`src/rtl/regfile_sweep_clear.sv`:
```
// regfile_sweep_clear: parametrised dual-read, single-write register bank
// for the CPU datapath. A clear request starts a sweep that zeroes one
// entry per cycle while clear_busy is high. Synchronous reset zeroes the
// whole bank in a single cycle. Register 0 can optionally be hardwired to
// zero, and an accepted write can optionally be forwarded to the read ports
// in the same cycle.
module regfile_sweep_clear #(
    parameter int DATA_W   = 16,
    parameter int ADDR_W   = 4,
    parameter bit ZERO_REG = 1'b0,
    parameter bit BYPASS   = 1'b1
) (
    input  logic              clk,
    input  logic              reset,
    input  logic              clear,
    input  logic              write_enable,
    input  logic [ADDR_W-1:0] address_w,
    input  logic [DATA_W-1:0] data_in_w,
    input  logic [ADDR_W-1:0] address_a,
    output logic [DATA_W-1:0] data_out_a,
    input  logic [ADDR_W-1:0] address_b,
    output logic [DATA_W-1:0] data_out_b,
    output logic              clear_busy,
    output logic              write_err
);

    localparam int                DEPTH = 1 << ADDR_W;
    localparam logic [ADDR_W-1:0] LAST  = ADDR_W'(DEPTH - 1);

    localparam logic [0:0] IDLE  = 1'b0;
    localparam logic [0:0] SWEEP = 1'b1;

    logic [0:0]        state;
    logic [ADDR_W-1:0] pointer;
    logic [DATA_W-1:0] bank [DEPTH];

    logic write_window;
    logic write_accept;
    logic write_drop;
    logic write_to_zero;

    // Decide whether this cycle's write request lands, is dropped, or is
    // silently swallowed by the hardwired zero register.
    always_comb begin
        write_window  = (state == IDLE) && !clear;
        write_accept  = write_enable && write_window;
        write_drop    = write_enable && !write_window;
        write_to_zero = ZERO_REG && (address_w == '0);
    end

    // Sweep controller: clear in IDLE launches a sweep covering every entry
    // once; the exit is taken explicitly on the last entry.
    always_ff @(posedge clk) begin
        if (reset) begin
            state   <= IDLE;
            pointer <= '0;
        end else begin
            case (state)
                IDLE: begin
                    if (clear) begin
                        state   <= SWEEP;
                        pointer <= '0;
                    end
                end
                SWEEP: begin
                    if (pointer == LAST) begin
                        state   <= IDLE;
                        pointer <= '0;
                    end else begin
                        pointer <= pointer + ADDR_W'(1);
                    end
                end
                default: begin
                    state   <= IDLE;
                    pointer <= '0;
                end
            endcase
        end
    end

    // Storage update: reset clears everything at once, the sweep clears one
    // entry per cycle, otherwise an accepted write stores its data.
    always_ff @(posedge clk) begin
        if (reset) begin
            for (int i = 0; i < DEPTH; i++) begin
                bank[i] <= '0;
            end
        end else if (state == SWEEP) begin
            bank[pointer] <= '0;
        end else if (write_accept && !write_to_zero) begin
            bank[address_w] <= data_in_w;
        end
    end

    // One-cycle error pulse for every dropped write request.
    always_ff @(posedge clk) begin
        if (reset) begin
            write_err <= 1'b0;
        end else begin
            write_err <= write_drop;
        end
    end

    // Busy flag follows the sweep state so it is high for exactly one
    // cycle per swept entry.
    always_comb begin
        clear_busy = (state == SWEEP);
    end

    // Read port A: masked during a sweep so partially cleared contents are
    // never visible, then zero register, then bypass, then storage.
    always_comb begin
        data_out_a = bank[address_a];
        if (clear_busy) begin
            data_out_a = '0;
        end else if (ZERO_REG && (address_a == '0)) begin
            data_out_a = '0;
        end else if (BYPASS && write_accept && (address_w == address_a)) begin
            data_out_a = data_in_w;
        end
    end

    // Read port B: same priority as port A, fully independent of it.
    always_comb begin
        data_out_b = bank[address_b];
        if (clear_busy) begin
            data_out_b = '0;
        end else if (ZERO_REG && (address_b == '0)) begin
            data_out_b = '0;
        end else if (BYPASS && write_accept && (address_w == address_b)) begin
            data_out_b = data_in_w;
        end
    end

endmodule
```
`config.mk`:
```
export PLATFORM = sky130hd
export DESIGN_NAME = regfile_sweep_clear
export DESIGN_NICKNAME = d
export VERILOG_FILES = /design/src/rtl/regfile_sweep_clear.sv
export SDC_FILE = /design/constraint.sdc
export NUM_CORES = 1
export LEC_CHECK = 0
export ABC_AREA = 0
export BUFFER_PORTS_ARGS = -buffer_cell sky130_fd_sc_hd__buf_4
export CAP_MARGIN = 5
export CORE_MARGIN = 2
export CORE_UTILIZATION = 40
export CTS_CLUSTER_SIZE = 28
export DETAILED_ROUTE_END_ITERATION = 8
export PLACE_DENSITY_LB_ADDON = 0.08
export SLEW_MARGIN = 0
export SYNTH_ARGS = -nofsm -noshare
export SYNTH_HDL_FRONTEND = slang
export SYNTH_SLANG_ARGS = --single-unit
```
`constraint.sdc`:
```
create_clock -name clk -period 3.04 [get_ports clk]
set_input_delay 0.304 -clock clk [delete_from_list [all_inputs] [get_ports clk]]
set_output_delay 0.304 -clock clk [all_outputs]
set_load 0.02 [all_outputs]
```
# After elaboration in Yosys (flattened, before gate mapping)
# Memories as Yosys holds them, arrays and structs flattened.
# Index checks and enable logic that the tools add are counted.
[classes]
n_addsub = 1
n_mul = 0
div_mod_pow = 0
n_lt_le_gt_ge = 0
eq_ne = 4
n_shift = 0
n_mux = 25
n_bitwise = 1
reduce_logical = 9
[ops]
columns = ["op", "count"]
rows = [
  ["two-way mux 16 bit", 6],
  ["OR reduction 16 bit", 2],
  ["two-way mux 4 bit", 4],
  ["two-way mux 1 bit", 13],
  ["== test 4 bit", 2],
  ["case mux 4 bit (2 select lines)", 1],
  ["logical AND 1 bit", 5],
  ["adder 4 x 1 -> 4 bit (second input constant)", 1],
  ["== test 4 bit (second input constant)", 1],
  ["logical NOT 1 bit", 2],
  ["!= test 2 bit (second input constant)", 1],
  ["case mux 1 bit (2 select lines)", 1],
  ["NOT 1 bit", 1],
]
[word_totals]
register_bits = 6
latchBits = 0
ramBits = 256
romBits = 0
inputBits = 32
word_cells = 44
n_memories = 1
[memory_table]
columns = ["name", "words", "width", "rd", "rd_ports_with_merged_regs", "write_ports", "line", "source"]
rows = [
  ["bank", 16, 16, 2, 0, 16, "35", "logic [DATA_W-1:0] bank [DEPTH];"],
]

# Logic depth before layout (Yosys ltp)
# Gate-level depths: netlist of the first run.
[depth]
word_depth = 9
depth_mapped = 7
mapped_depth_nobuf = 5

# Worst setup path after synthesis of the first run
# OpenSTA, ideal clock, no wires.
[synth_timing]
path_kind = "reg-to-reg"
startpoint = "register state (netlist: clear_busy)"
endpoint = "memory bank[4][0] (enable)"
arrival_ns = 2.490
setup_slack_ns = 0.176
stages_incl_launch_ff = 7
n_path_buf = 2
cell_sequence = "dfxtp_1 buf_6 nor4b_4 buf_6 mux2i_4 nand4_4 nand2b_1"
[synth_lines]
columns = ["item", "line", "source"]
rows = [
  ["start, declared", "33", "logic [0:0] state;"],
  ["start signal, assigned", "55", "state <= IDLE;"],
  ["start signal, assigned", "61", "state <= SWEEP;"],
  ["start signal, assigned", "67", "state <= IDLE;"],
  ["end, declared", "35", ""],
]

# Worst setup path in the final report of the first run
[layout_timing]
startpoint = "register state (netlist: clear_busy)"
endpoint = "output port data_out_b[12]"
[layout_between]
elab_chain_cells = 6
[layout_lines]
columns = ["item", "line", "source"]
rows = [
  ["NOT 1 bit", "--", ""],
  ["logical AND 1 bit", "45", "write_window = (state == IDLE) && !clear;"],
  ["logical AND 1 bit", "46", "write_accept = write_enable && write_window;"],
  ["logical AND 1 bit", "130", "end else if (BYPASS && write_accept && (address_w == address_b)) begin"],
  ["two-way mux 16 bit", "130", ""],
  ["two-way mux 16 bit *", "126", "if (clear_busy) begin"],
  ["end, declared", "22", "output logic [DATA_W-1:0] data_out_b,"],
]
# Mark *: on every way between the ends. The rest lies on a longest branch, timed or not.

==> results of run 1 <==
## cells in the mapped netlist
library cell / instances / share of area, %
sky130_fd_sc_hd__nor2_1: 263 / 7.0
sky130_fd_sc_hd__ha_1: 1 / 0.089
sky130_fd_sc_hd__mux2_4: 2 / 0.21
sky130_fd_sc_hd__edfxtp_1: 256 / 55
sky130_fd_sc_hd__a21oi_1: 4 / 0.14
sky130_fd_sc_hd__nor4_2: 1 / 0.089
sky130_fd_sc_hd__buf_2: 20 / 0.71
sky130_fd_sc_hd__or4b_4: 1 / 0.098
sky130_fd_sc_hd__or4bb_1: 1 / 0.080
sky130_fd_sc_hd__a21oi_4: 2 / 0.23
sky130_fd_sc_hd__nor4b_4: 1 / 0.17
sky130_fd_sc_hd__a22oi_1: 64 / 3.4
sky130_fd_sc_hd__nand2b_1: 18 / 0.80
sky130_fd_sc_hd__a221oi_1: 16 / 1.0
sky130_fd_sc_hd__nor3b_1: 2 / 0.11
sky130_fd_sc_hd__and2_1: 2 / 0.089
sky130_fd_sc_hd__nor3_1: 1 / 0.036
sky130_fd_sc_hd__mux2_8: 1 / 0.19
sky130_fd_sc_hd__nand3b_1: 2 / 0.11
sky130_fd_sc_hd__nand4_4: 16 / 2.4
sky130_fd_sc_hd__xnor2_1: 1 / 0.062
sky130_fd_sc_hd__buf_1: 3 / 0.080
sky130_fd_sc_hd__clkbuf_1: 51 / 1.4
sky130_fd_sc_hd__o21ai_0: 2 / 0.071
sky130_fd_sc_hd__xor2_1: 7 / 0.44
sky130_fd_sc_hd__and3_1: 1 / 0.045
sky130_fd_sc_hd__a21o_1: 17 / 0.91
sky130_fd_sc_hd__inv_1: 1 / 0.027
sky130_fd_sc_hd__a22o_1: 16 / 1.0
sky130_fd_sc_hd__a21boi_0: 1 / 0.053
sky130_fd_sc_hd__buf_6: 14 / 1.1
sky130_fd_sc_hd__nand2_1: 34 / 0.91
sky130_fd_sc_hd__nor2b_1: 5 / 0.22
sky130_fd_sc_hd__o41a_1: 1 / 0.080
sky130_fd_sc_hd__nand3_1: 3 / 0.11
sky130_fd_sc_hd__nor4_1: 1 / 0.045
sky130_fd_sc_hd__mux2i_4: 3 / 0.48
sky130_fd_sc_hd__mux4_2: 128 / 20
sky130_fd_sc_hd__dfxtp_1: 6 / 0.85
## path summary, 6_finish.rpt
path | endpoint | depth (start not counted)
hold / removal | write_err | 2
hold reg to reg | pointer[0] | 2
setup / recovery | data_out_b[12] | 5
setup reg to reg | bank[14][10] | 6
## flip-flops by register name, summed over array words and instances, names as in the netlist
register / flops
bank: 256
clear_busy: 1
pointer: 4
write_err: 1
## through the flow
step	worst slack, ps	utilization (%)	area [µm²]	power (W)	cells
after CTS	67.7	47.1	16300	0.00891	1526
after detailed placement	447	44.3	15300	0.00536	1470
after global placement	467	44.3	15300	0.00535	1470
final	307	47.1	16300	0.00885	1526
after floorplan	176	-	14100	0.00488	969
after global routing	201	47.1	16300	0.00911	1526
## metal layers
metal / routed length (µm) / part of all wire [%] / vias up
met1: 19100 / 44 / 4835
met2: 20700 / 48 / 305
met3: 2580 / 6.0 / 52
met4: 888 / 2.0 / 0
li1: - / - / 3962
met5: 0 / 0 / -
## power groups by stage
stage	logic, W	registers, W	clock network [W]
after floorplan	0.000674	0.00421	0
after global placement	0.00113	0.00423	0
after detailed placement	0.00113	0.00423	0
after CTS	0.00113	0.00416	0.00362
after global routing	0.00119	0.00417	0.00375
final	0.00113	0.00416	0.00356
## worst register-to-register path: stages, from the launching register on
cell                       delay, ps
sky130_fd_sc_hd__dfxtp_1         440
sky130_fd_sc_hd__or4b_4          610
sky130_fd_sc_hd__a21oi_4         500
sky130_fd_sc_hd__buf_4           250
sky130_fd_sc_hd__nand4_4         180
sky130_fd_sc_hd__nand2b_1        160
sky130_fd_sc_hd__buf_4           200
## logic make-up after synthesis
family / after synthesis / synth area share (%)
adder cells (fa/ha/maj): 1 / 0.0889
AO/OA/AOI/OAI: 123 / 6.89
XOR/XNOR: 8 / 0.498
buffers and inverters: 89 / 3.30
multiplexers: 134 / 21.4
AND/OR/NAND/NOR: 352 / 12.3
flip-flops: 262 / 55.5
## final cells by class
class                           instances  area [µm²]
Clock buffer                           38         802
Clock inverter                         18         163
Fill cell                            3075       18300
Inverter                                1        3.75
Multi-Input combinational cell        618        5810
Sequential cell                       262        7810
Tap cell                              455         569
Timing Repair Buffer                  134        1140
==> impl_metrics.py, run 1 <==
metrics = {
    "sta": {
        "whs_ps": 51.9,
        "slew_headroom_pct": 41.0,
        "number_of_endpoints_with_negative_hold_slack_in_the_final_report": 0,
        "period_share_pct": 89.9,
        "final_period_demand_of_the_worst_path_ps": 2730,
        "timing_max_transition_violations_final": 0,
        "worst_slew_pin_slew_ps": 883,
        "timing.final.setup_violations": 0,
        "setup_tns_ps": 0,
        "clock_skew_ps": 17.0,
        "rsz0062_at_grt": "no",
        "fmax_mhz": 366,
    },
    "grt": {
        "first_global_vias": 9196,
        "busiest_layer": "met2",
        "grt_antenna_before_repair": 0,
        "global_route.overflow_total": 0,
        "pin_count_of_the_biggest_net_entering_global_routing": 33,
        "grt_first_pass_wirelength_um": 64200,
        "grtUsageTotal_pct": 24.4,
        "met1_track_demand_over_resource_in_global_routing_pct": 36.1,
        "globalRouteMet2Util_pct": 39.3,
        "grt_util_met3_pct": 2.61,
    },
    "floorplanning": {
        "die-area_um2": 36700,
        "num_io_pins": 66,
        "rows": 68,
        "core_region_area_um2": 34600,
        "die_w_um": 192,
        "start_util_pct": 40.6,
        "die_height_um": 192,
    },
    "clocking": {
        "cts_hold_buf": 0,
        "clock_sinks": 262,
        "maximum_root_to_sink_buffer_count": 3,
        "cts.clk_slew.worst_paths_ps": 60,
        "insertion_delay_ps": 560,
        "cts_made_buffers": 30,
        "postCtsSetupRepairBufs": 0,
        "cts-htree-levels": 1,
        "tritoncts_clock_tree": "yes",
        "cts-root-buf": "sky130_fd_sc_hd__clkbuf_16",
        "post_cts.resized_instances": 0,
    },
    "setup_path": {
        "critical_path.endpoint_type": "output port",
        "timing.critical_path.from_type": "flop",
        "worstPathCellList": "nor2_1 > nand3_1 > o41a_2 > a22o_1 > buf_4",
        "crit_slowest_cell": "sky130_fd_sc_hd__o41a_2",
        "setup.reg_to_reg.worst_slack_ps": 410,
        "worstSetupPathType": "flop to output port",
        "critPathRequiredTime_ps": 2740,
        "cpPeakStageDelay_ps": 600,
        "timing.critical_path.arrival_ps": 2430,
        "r2r_start": "clear_busy",
        "timing.critical_path.from": "clear_busy",
        "cp.buffers_inverters": 1,
        "worst-path-max-fanout": 16,
        "critPathTopFamily": "compound AO/OA/AOI/OAI gates",
    },
    "synth": {
        "postSynthAreaPerCell_um2": 14.5,
        "synth_nets": 1002,
        "synth-seq-cells": 262,
        "yosysUniqueCellTypes": 39,
        "proportion_of_synthesized_chip_area_in_sequential_cells_pct": 55.5,
        "synth-warning-count": 0,
        "syn-instance-count": 969,
        "area_of_the_mapped_netlist_um2": 14100,
    },
    "power_and_ir_drop": {
        "internal-power_w": 0.00668,
        "static-leakage-power_nw": 5.54,
        "irDropWorstVdd_mv": 0.445,
        "power_density_nw_per_um2": 543,
        "power_frac_comb_pct": 12.8,
        "pwr-share-seq_pct": 47.0,
        "power.switching_fraction_pct": 24.5,
        "net-switching-power_w": 0.00217,
        "clock_power_share_pct": 40.2,
    },
    "route": {
        "drc_errors": 0,
        "average_wire_per_cell_in_the_routed_design_um": 28.4,
        "wirelength_um": 43400,
        "vias": 9154,
        "antenna_left": 0,
        "drtIter0Drc": 997,
        "detailedRoute.firstPassIterationCount": 7,
        "vias_per_cell": 6.00,
    },
    "finish": {
        "flow.area_growth_from_synthesis_pct": 15.9,
        "leading_cell_type_in_the_layout_fill_and_taps_excluded": "sky130_fd_sc_hd__nor2_1",
        "antenna_cells": 0,
        "design.final.nets": 1080,
        "layout.cells.most_common_list": "sky130_fd_sc_hd__nor2_1 (263), sky130_fd_sc_hd__edfxtp_1 (256), sky130_fd_sc_hd__mux4_2 (128), sky130_fd_sc_hd__buf_4 (123), sky130_fd_sc_hd__a22oi_1 (64)",
        "post_route_cells_drive_above_1_share_pct": 31.3,
    },
    "placed_design": {
        "dpl.hpwl_um": 29900,
        "port-buffer-count": 65,
        "routabilityCongestion": 0.887,
    },
    "run_status": {
        "status": "finished clean",
    },
    "worst_hold_path": {
        "timing.hold.worst.start": "write_enable",
        "hold_path_class": "primary input to flop",
    },
    "run": {
        "timing.max_cap.violations": 0,
    },
}
No activity file was read; power rests on OpenSTA's default activity.
==> run 2: changes to the inputs <==
Settings changed: GPL_TIMING_DRIVEN from default to 0.
==> impl_metrics.py, run 2 (synthesis results as in run 1) <==
metrics = {
    "run_status": {
        "status": "finished clean",
    },
    "setup_path": {
        "worst-path-max-fanout": 10,
        "critPathTopFamily": "buffers and inverters",
        "timing.critical_path.arrival_ps": 2680,
        "r2r_start": "clear_busy",
        "endpoint_of_the_worst_slack_reg_to_reg_timing_path": "bank[9][15]",
        "worstPathCellList": "buf_4 > clkbuf_2 > clkbuf_1 > mux4_2 > a22oi_1 > a221oi_1 > a21o_1 > buf_4",
        "setup.reg_to_reg.worst_slack_ps": 180,
        "cp.buffers_inverters": 4,
        "ff2ff_path_depth": 5,
        "worstSetupPathType": "primary input to output port",
        "critical_path.endpoint_type": "output port",
        "timing.critical_path.from_type": "primary input",
        "critPathRequiredTime_ps": 2740,
        "critical_path.most_common_cell": "sky130_fd_sc_hd__buf_4",
        "crit_slowest_cell": "sky130_fd_sc_hd__clkbuf_1",
        "cpPeakStageDelay_ps": 640,
    },
    "route": {
        "vias_per_cell": 6.01,
        "vias": 9292,
        "antenna_left": 0,
        "average_wire_per_cell_in_the_routed_design_um": 28.1,
        "drtIter0Drc": 897,
        "wirelength_um": 43500,
        "drc_errors": 0,
        "detailedRoute.firstPassIterationCount": 5,
    },
    "finish": {
        "post-route-util_pct": 46.5,
        "multiInputGateArea_um2": 5870,
        "flow.area_growth_from_synthesis_pct": 14.5,
        "reg.largest.list": "bank (256), pointer (4)",
        "leading_cell_type_in_the_layout_fill_and_taps_excluded": "sky130_fd_sc_hd__nor2_1",
        "design.final.nets": 1104,
        "post_route_cells_drive_above_1_share_pct": 29.3,
        "top_register": "bank",
        "antenna_cells": 0,
        "layout.filler_cells": 3107,
        "ff_latch_area_um2": 7810,
        "largest_reg_flops": 256,
        "layout.cells.most_common_list": "sky130_fd_sc_hd__nor2_1 (262), sky130_fd_sc_hd__edfxtp_1 (256), sky130_fd_sc_hd__mux4_2 (128), sky130_fd_sc_hd__buf_4 (70), sky130_fd_sc_hd__a22oi_1 (64)",
    },
    "placed_design": {
        "routabilityCongestion": 0.938,
        "port-buffer-count": 64,
        "dpl.hpwl_um": 32900,
    },
    "grt": {
        "grtUsageTotal_pct": 24.1,
        "grt_first_pass_wirelength_um": 62900,
        "global_route.overflow_total": 0,
        "grt_antenna_before_repair": 0,
        "pin_count_of_the_biggest_net_entering_global_routing": 17,
        "first_global_vias": 9264,
    },
    "power_and_ir_drop": {
        "power.switching_fraction_pct": 25.5,
        "power_frac_comb_pct": 13.2,
        "power_density_nw_per_um2": 523,
        "net-switching-power_w": 0.00214,
        "pwr-share-seq_pct": 49.4,
        "clock_power_share_pct": 37.5,
        "irDropWorstVdd_mv": 0.480,
        "internal-power_w": 0.00628,
        "static-leakage-power_nw": 5.38,
    },
    "worst_hold_path": {
        "timing.hold.worst.start": "write_enable",
        "count_of_cells_along_the_worst_hold_path": 2,
        "hold_path_class": "primary input to flop",
        "min_delay_worst_endpoint": "write_err",
    },
    "clocking": {
        "cts.clk_slew.worst_paths_ps": 60,
        "cts-htree-levels": 1,
        "maximum_root_to_sink_buffer_count": 3,
        "insertion_delay_ps": 560,
        "clock_sinks": 262,
        "cts_made_buffers": 29,
        "tritoncts_clock_tree": "yes",
        "cts-root-buf": "sky130_fd_sc_hd__clkbuf_16",
    },
    "sta": {
        "worst_slew_pin_slew_ps": 921,
        "final_period_demand_of_the_worst_path_ps": 2980,
        "timing.final.setup_violations": 0,
        "rsz0062_at_grt": "no",
        "setup_tns_ps": 0,
        "slew_headroom_pct": 38.6,
        "fmax_mhz": 335,
        "timing_max_transition_violations_final": 0,
        "period_share_pct": 98.1,
        "clock_skew_ps": 10.2,
        "number_of_endpoints_with_negative_hold_slack_in_the_final_report": 0,
    },
    "floorplanning": {
        "die-area_um2": 36700,
        "core_region_area_um2": 34600,
        "num_io_pins": 66,
        "start_util_pct": 40.6,
        "rows": 68,
        "die_height_um": 192,
        "die_w_um": 192,
    },
    "run": {
        "timing.max_cap.violations": 0,
    },
}
-- run 2: layout make-up --
class                   count  area share (%)
multi-input cells         618            36.5
clock inverters            14           0.389
flip-flops and latches    262            48.5
repair buffers             72            3.51
plain buffers              87            2.89
clock buffers              37            4.69
well taps                 455            3.54
inverters                   1          0.0233
-- run 2: power groups by stage --
stage | combinational [W] | sequential [W] | clock [W]
4_1_cts | 0.00109 | 0.00415 | 0.00321
5_1_grt | 0.00116 | 0.00417 | 0.00334
3_5_place_dp | 0.00108 | 0.00423 | 0
6_report | 0.00111 | 0.00415 | 0.00315
2_1_floorplan | 0.000674 | 0.00421 | 0
3_3_place_gp | 0.00108 | 0.00423 | 0
-- run 2: routing by layer --
layer  wire [µm]  track usage, %
met2       19900            37.6
met1       19600            36.5
met3        2980            2.40
met4         923            5.56
met5           0               0
-- run 2: how the worst max path moves through the flow --
stage / start / end / slack [ps] / cells after the start
2_1_floorplan: clear_busy / bank[4][0] / 180 / 6
3_3_place_gp: clear / bank[7][9] / -560 / 6
3_5_place_dp: clear / bank[7][9] / -570 / 6
4_1_cts: clear_busy / data_out_b[14] / -190 / 7
5_1_grt: clear_busy / bank[9][14] / 8 / 5
6_report: address_a[3] / data_out_a[3] / 60 / 8
-- run 2: timing repair --
| action | in CTS | in global routing |
|---|---|---|
| endpoints found under the setup margin | 287 | 34 |
| pin swaps | 0 | 1 |
| buffers inserted | 3 | 5 |
| gates resized for setup | 23 | 9 |
| hold buffers | 0 | 0 |
-- run 2: metrics by stage --
stage	total power [W]	cells	worst slack [ps]	hold slack, ps	area (µm²)
after floorplan	0.00488	969	176	471	14100
after global placement	0.00531	1488	-558	525	15100
after detailed placement	0.00531	1488	-573	532	15100
after CTS	0.00845	1541	-187	46.7	16000
after global routing	0.00867	1546	7.75	76.0	16100
final	0.00842	1546	56.3	65.3	16100
==> run 3: changes to the inputs <==
Settings changed: CTS_BUF_LIST from default to sky130_fd_sc_hd__clkbuf_4 sky130_fd_sc_hd__clkbuf_8.
==> impl_metrics.py, run 3 (synthesis results as in run 1) <==
metrics = {
    "placed_design": {
        "postPlaceCellArea_um2": 15100,
        "routabilityCongestion": 0.938,
        "port-buffer-count": 64,
        "dpl.hpwl_um": 32900,
    },
    "route": {
        "detailedRoute.firstPassIterationCount": 6,
        "drtIter0Drc": 886,
        "drc_errors": 0,
        "vias_per_cell": 5.97,
        "average_wire_per_cell_in_the_routed_design_um": 27.9,
        "vias": 9404,
        "antenna_left": 0,
        "wirelength_um": 43900,
    },
    "setup_path": {
        "timing.critical_path.arrival_ps": 2650,
        "crit_end": "data_out_a[3]",
        "r2r_start": "clear_busy",
        "worstSetupPathType": "primary input to output port",
        "ff2ff_path_depth": 7,
        "timing.critical_path.from": "address_a[3]",
        "critical_path.endpoint_type": "output port",
        "worst-path-max-fanout": 10,
        "critPathRequiredTime_ps": 2740,
        "timing.critical_path.from_type": "primary input",
        "endpoint_of_the_worst_slack_reg_to_reg_timing_path": "bank[6][15]",
        "setup.reg_to_reg.worst_slack_ps": 270,
    },
    "clocking": {
        "cts-htree-levels": 2,
        "cts_made_buffers": 46,
        "maximum_root_to_sink_buffer_count": 3,
        "cts_hold_buf": 0,
        "tritoncts_clock_tree": "yes",
        "clock_sinks": 262,
        "insertion_delay_ps": 580,
        "cts.clk_slew.worst_paths_ps": 60,
        "cts-root-buf": "sky130_fd_sc_hd__clkbuf_8",
    },
    "finish": {
        "antenna_cells": 0,
        "post-route-util_pct": 46.7,
        "leading_cell_type_in_the_layout_fill_and_taps_excluded": "sky130_fd_sc_hd__nor2_1",
        "largest_reg_flops": 256,
        "flow.area_growth_from_synthesis_pct": 14.9,
        "top_register": "bank",
        "stdcell_area_um2": 16200,
        "design.final.nets": 1122,
        "reg.largest.list": "bank (256), pointer (4)",
        "layout.filler_cells": 3124,
        "multiInputGateArea_um2": 5870,
        "post_route_cells_drive_above_1_share_pct": 32.0,
        "ff_latch_area_um2": 7810,
        "layout.cells.most_common_list": "sky130_fd_sc_hd__nor2_1 (262), sky130_fd_sc_hd__edfxtp_1 (256), sky130_fd_sc_hd__mux4_2 (128), sky130_fd_sc_hd__buf_4 (70), sky130_fd_sc_hd__a22oi_1 (64)",
    },
    "floorplanning": {
        "rows": 68,
        "start_util_pct": 40.6,
        "die-area_um2": 36700,
        "core_region_area_um2": 34600,
        "die_w_um": 192,
        "num_io_pins": 66,
        "die_height_um": 192,
    },
    "grt": {
        "pin_count_of_the_biggest_net_entering_global_routing": 17,
        "first_global_vias": 9474,
        "grt_antenna_before_repair": 0,
        "global_route.overflow_total": 0,
        "grtUsageTotal_pct": 24.4,
        "grt_first_pass_wirelength_um": 63400,
    },
    "run_status": {
        "status": "finished clean",
    },
    "sta": {
        "clock_skew_ps": 29.3,
        "worst_slew_pin_slew_ps": 894,
        "timing.final.setup_violations": 0,
        "whs_ps": 65.5,
        "number_of_endpoints_with_negative_hold_slack_in_the_final_report": 0,
        "rsz0062_at_grt": "no",
        "timing_max_transition_violations_final": 0,
        "final_period_demand_of_the_worst_path_ps": 2950,
        "slew_headroom_pct": 40.4,
        "period_share_pct": 97.2,
        "fmax_mhz": 338,
    },
    "power_and_ir_drop": {
        "irDropWorstVdd_mv": 0.266,
        "power_density_nw_per_um2": 521,
        "finalPower_w": 0.00842,
        "static-leakage-power_nw": 5.45,
    },
    "worst_hold_path": {
        "hold_path_class": "primary input to flop",
    },
    "run": {
        "timing.max_cap.violations": 0,
    },
}
==> run 3: changes by cell type in the layout (fill, tap and decap cells not counted), sizes merged <==
| cell | change |
|---|---|
| buf | +1 |
| bufinv | +1 |
| clkbuf | +23 |
| clkinv | +2 |
| clkinvlp | +1 |
==> run 3: critical path: stages <==
cell and delay [ps]:
sky130_fd_sc_hd__buf_4 90, sky130_fd_sc_hd__clkbuf_2 350, sky130_fd_sc_hd__clkbuf_1 640, sky130_fd_sc_hd__mux4_2 400, sky130_fd_sc_hd__a22oi_1 80, sky130_fd_sc_hd__a221oi_1 500
sky130_fd_sc_hd__a21o_1 140, sky130_fd_sc_hd__buf_4 130
==> run 3: power by group <==
| part | total (W) | switching [W] | internal, W |
|---|---|---|---|
| clock network | 0.00315 | 0.00147 | 0.00168 |
| logic | 0.00111 | 0.000660 | 0.000452 |
| registers | 0.00416 | 0.0000636 | 0.00409 |
| total | 0.00842 | 0.00220 | 0.00622 |
==> run 3: through the flow <==
step	worst slack, ps	instances	setup TNS, ps
after floorplan	176	969	0
final	85.4	1574	0
after global routing	11.9	1574	0
after CTS	-193	1568	-1210
after detailed placement	-573	1488	-69570
after global placement	-558	1488	-65910
==> run 3: cell type report <==
type	count	share of cell area [%]
flip-flops and latches	262	48.3
multi-input cells	618	36.3
clock buffers	60	4.61
repair buffers	73	3.62
well taps	455	3.52
plain buffers	87	2.88
clock inverters	18	0.712
inverters	1	0.0232
==> run 3: worst min path at each step <==
stage	start	end	slack, ps	depth (start not counted)
6_report	write_enable	write_err	70	2
5_1_grt	write_enable	write_err	70	2
2_1_floorplan	write_enable	write_err	470	1
3_5_place_dp	pointer[0]	pointer[0]	530	2
3_3_place_gp	pointer[0]	pointer[0]	520	2
4_1_cts	write_enable	write_err	40	2
==> run 3: routing by layer <==
layer | vias to the layer above | part of all wire, % | GRT usage [%]
met3 | 60 | 7.1 | 3.05
met1 | 4954 | 44 | 36.5
li1 | 4064 | - | -
met5 | - | 0 | 0
met4 | 0 | 2.0 | 6.30
met2 | 326 | 46 | 37.7
==> run 3: repair_timing <==
action                                  CTS  global route
endpoints found under the setup margin  279            36
pin swaps                                 0             1
resized for setup                        23             9
setup buffers                             3             6
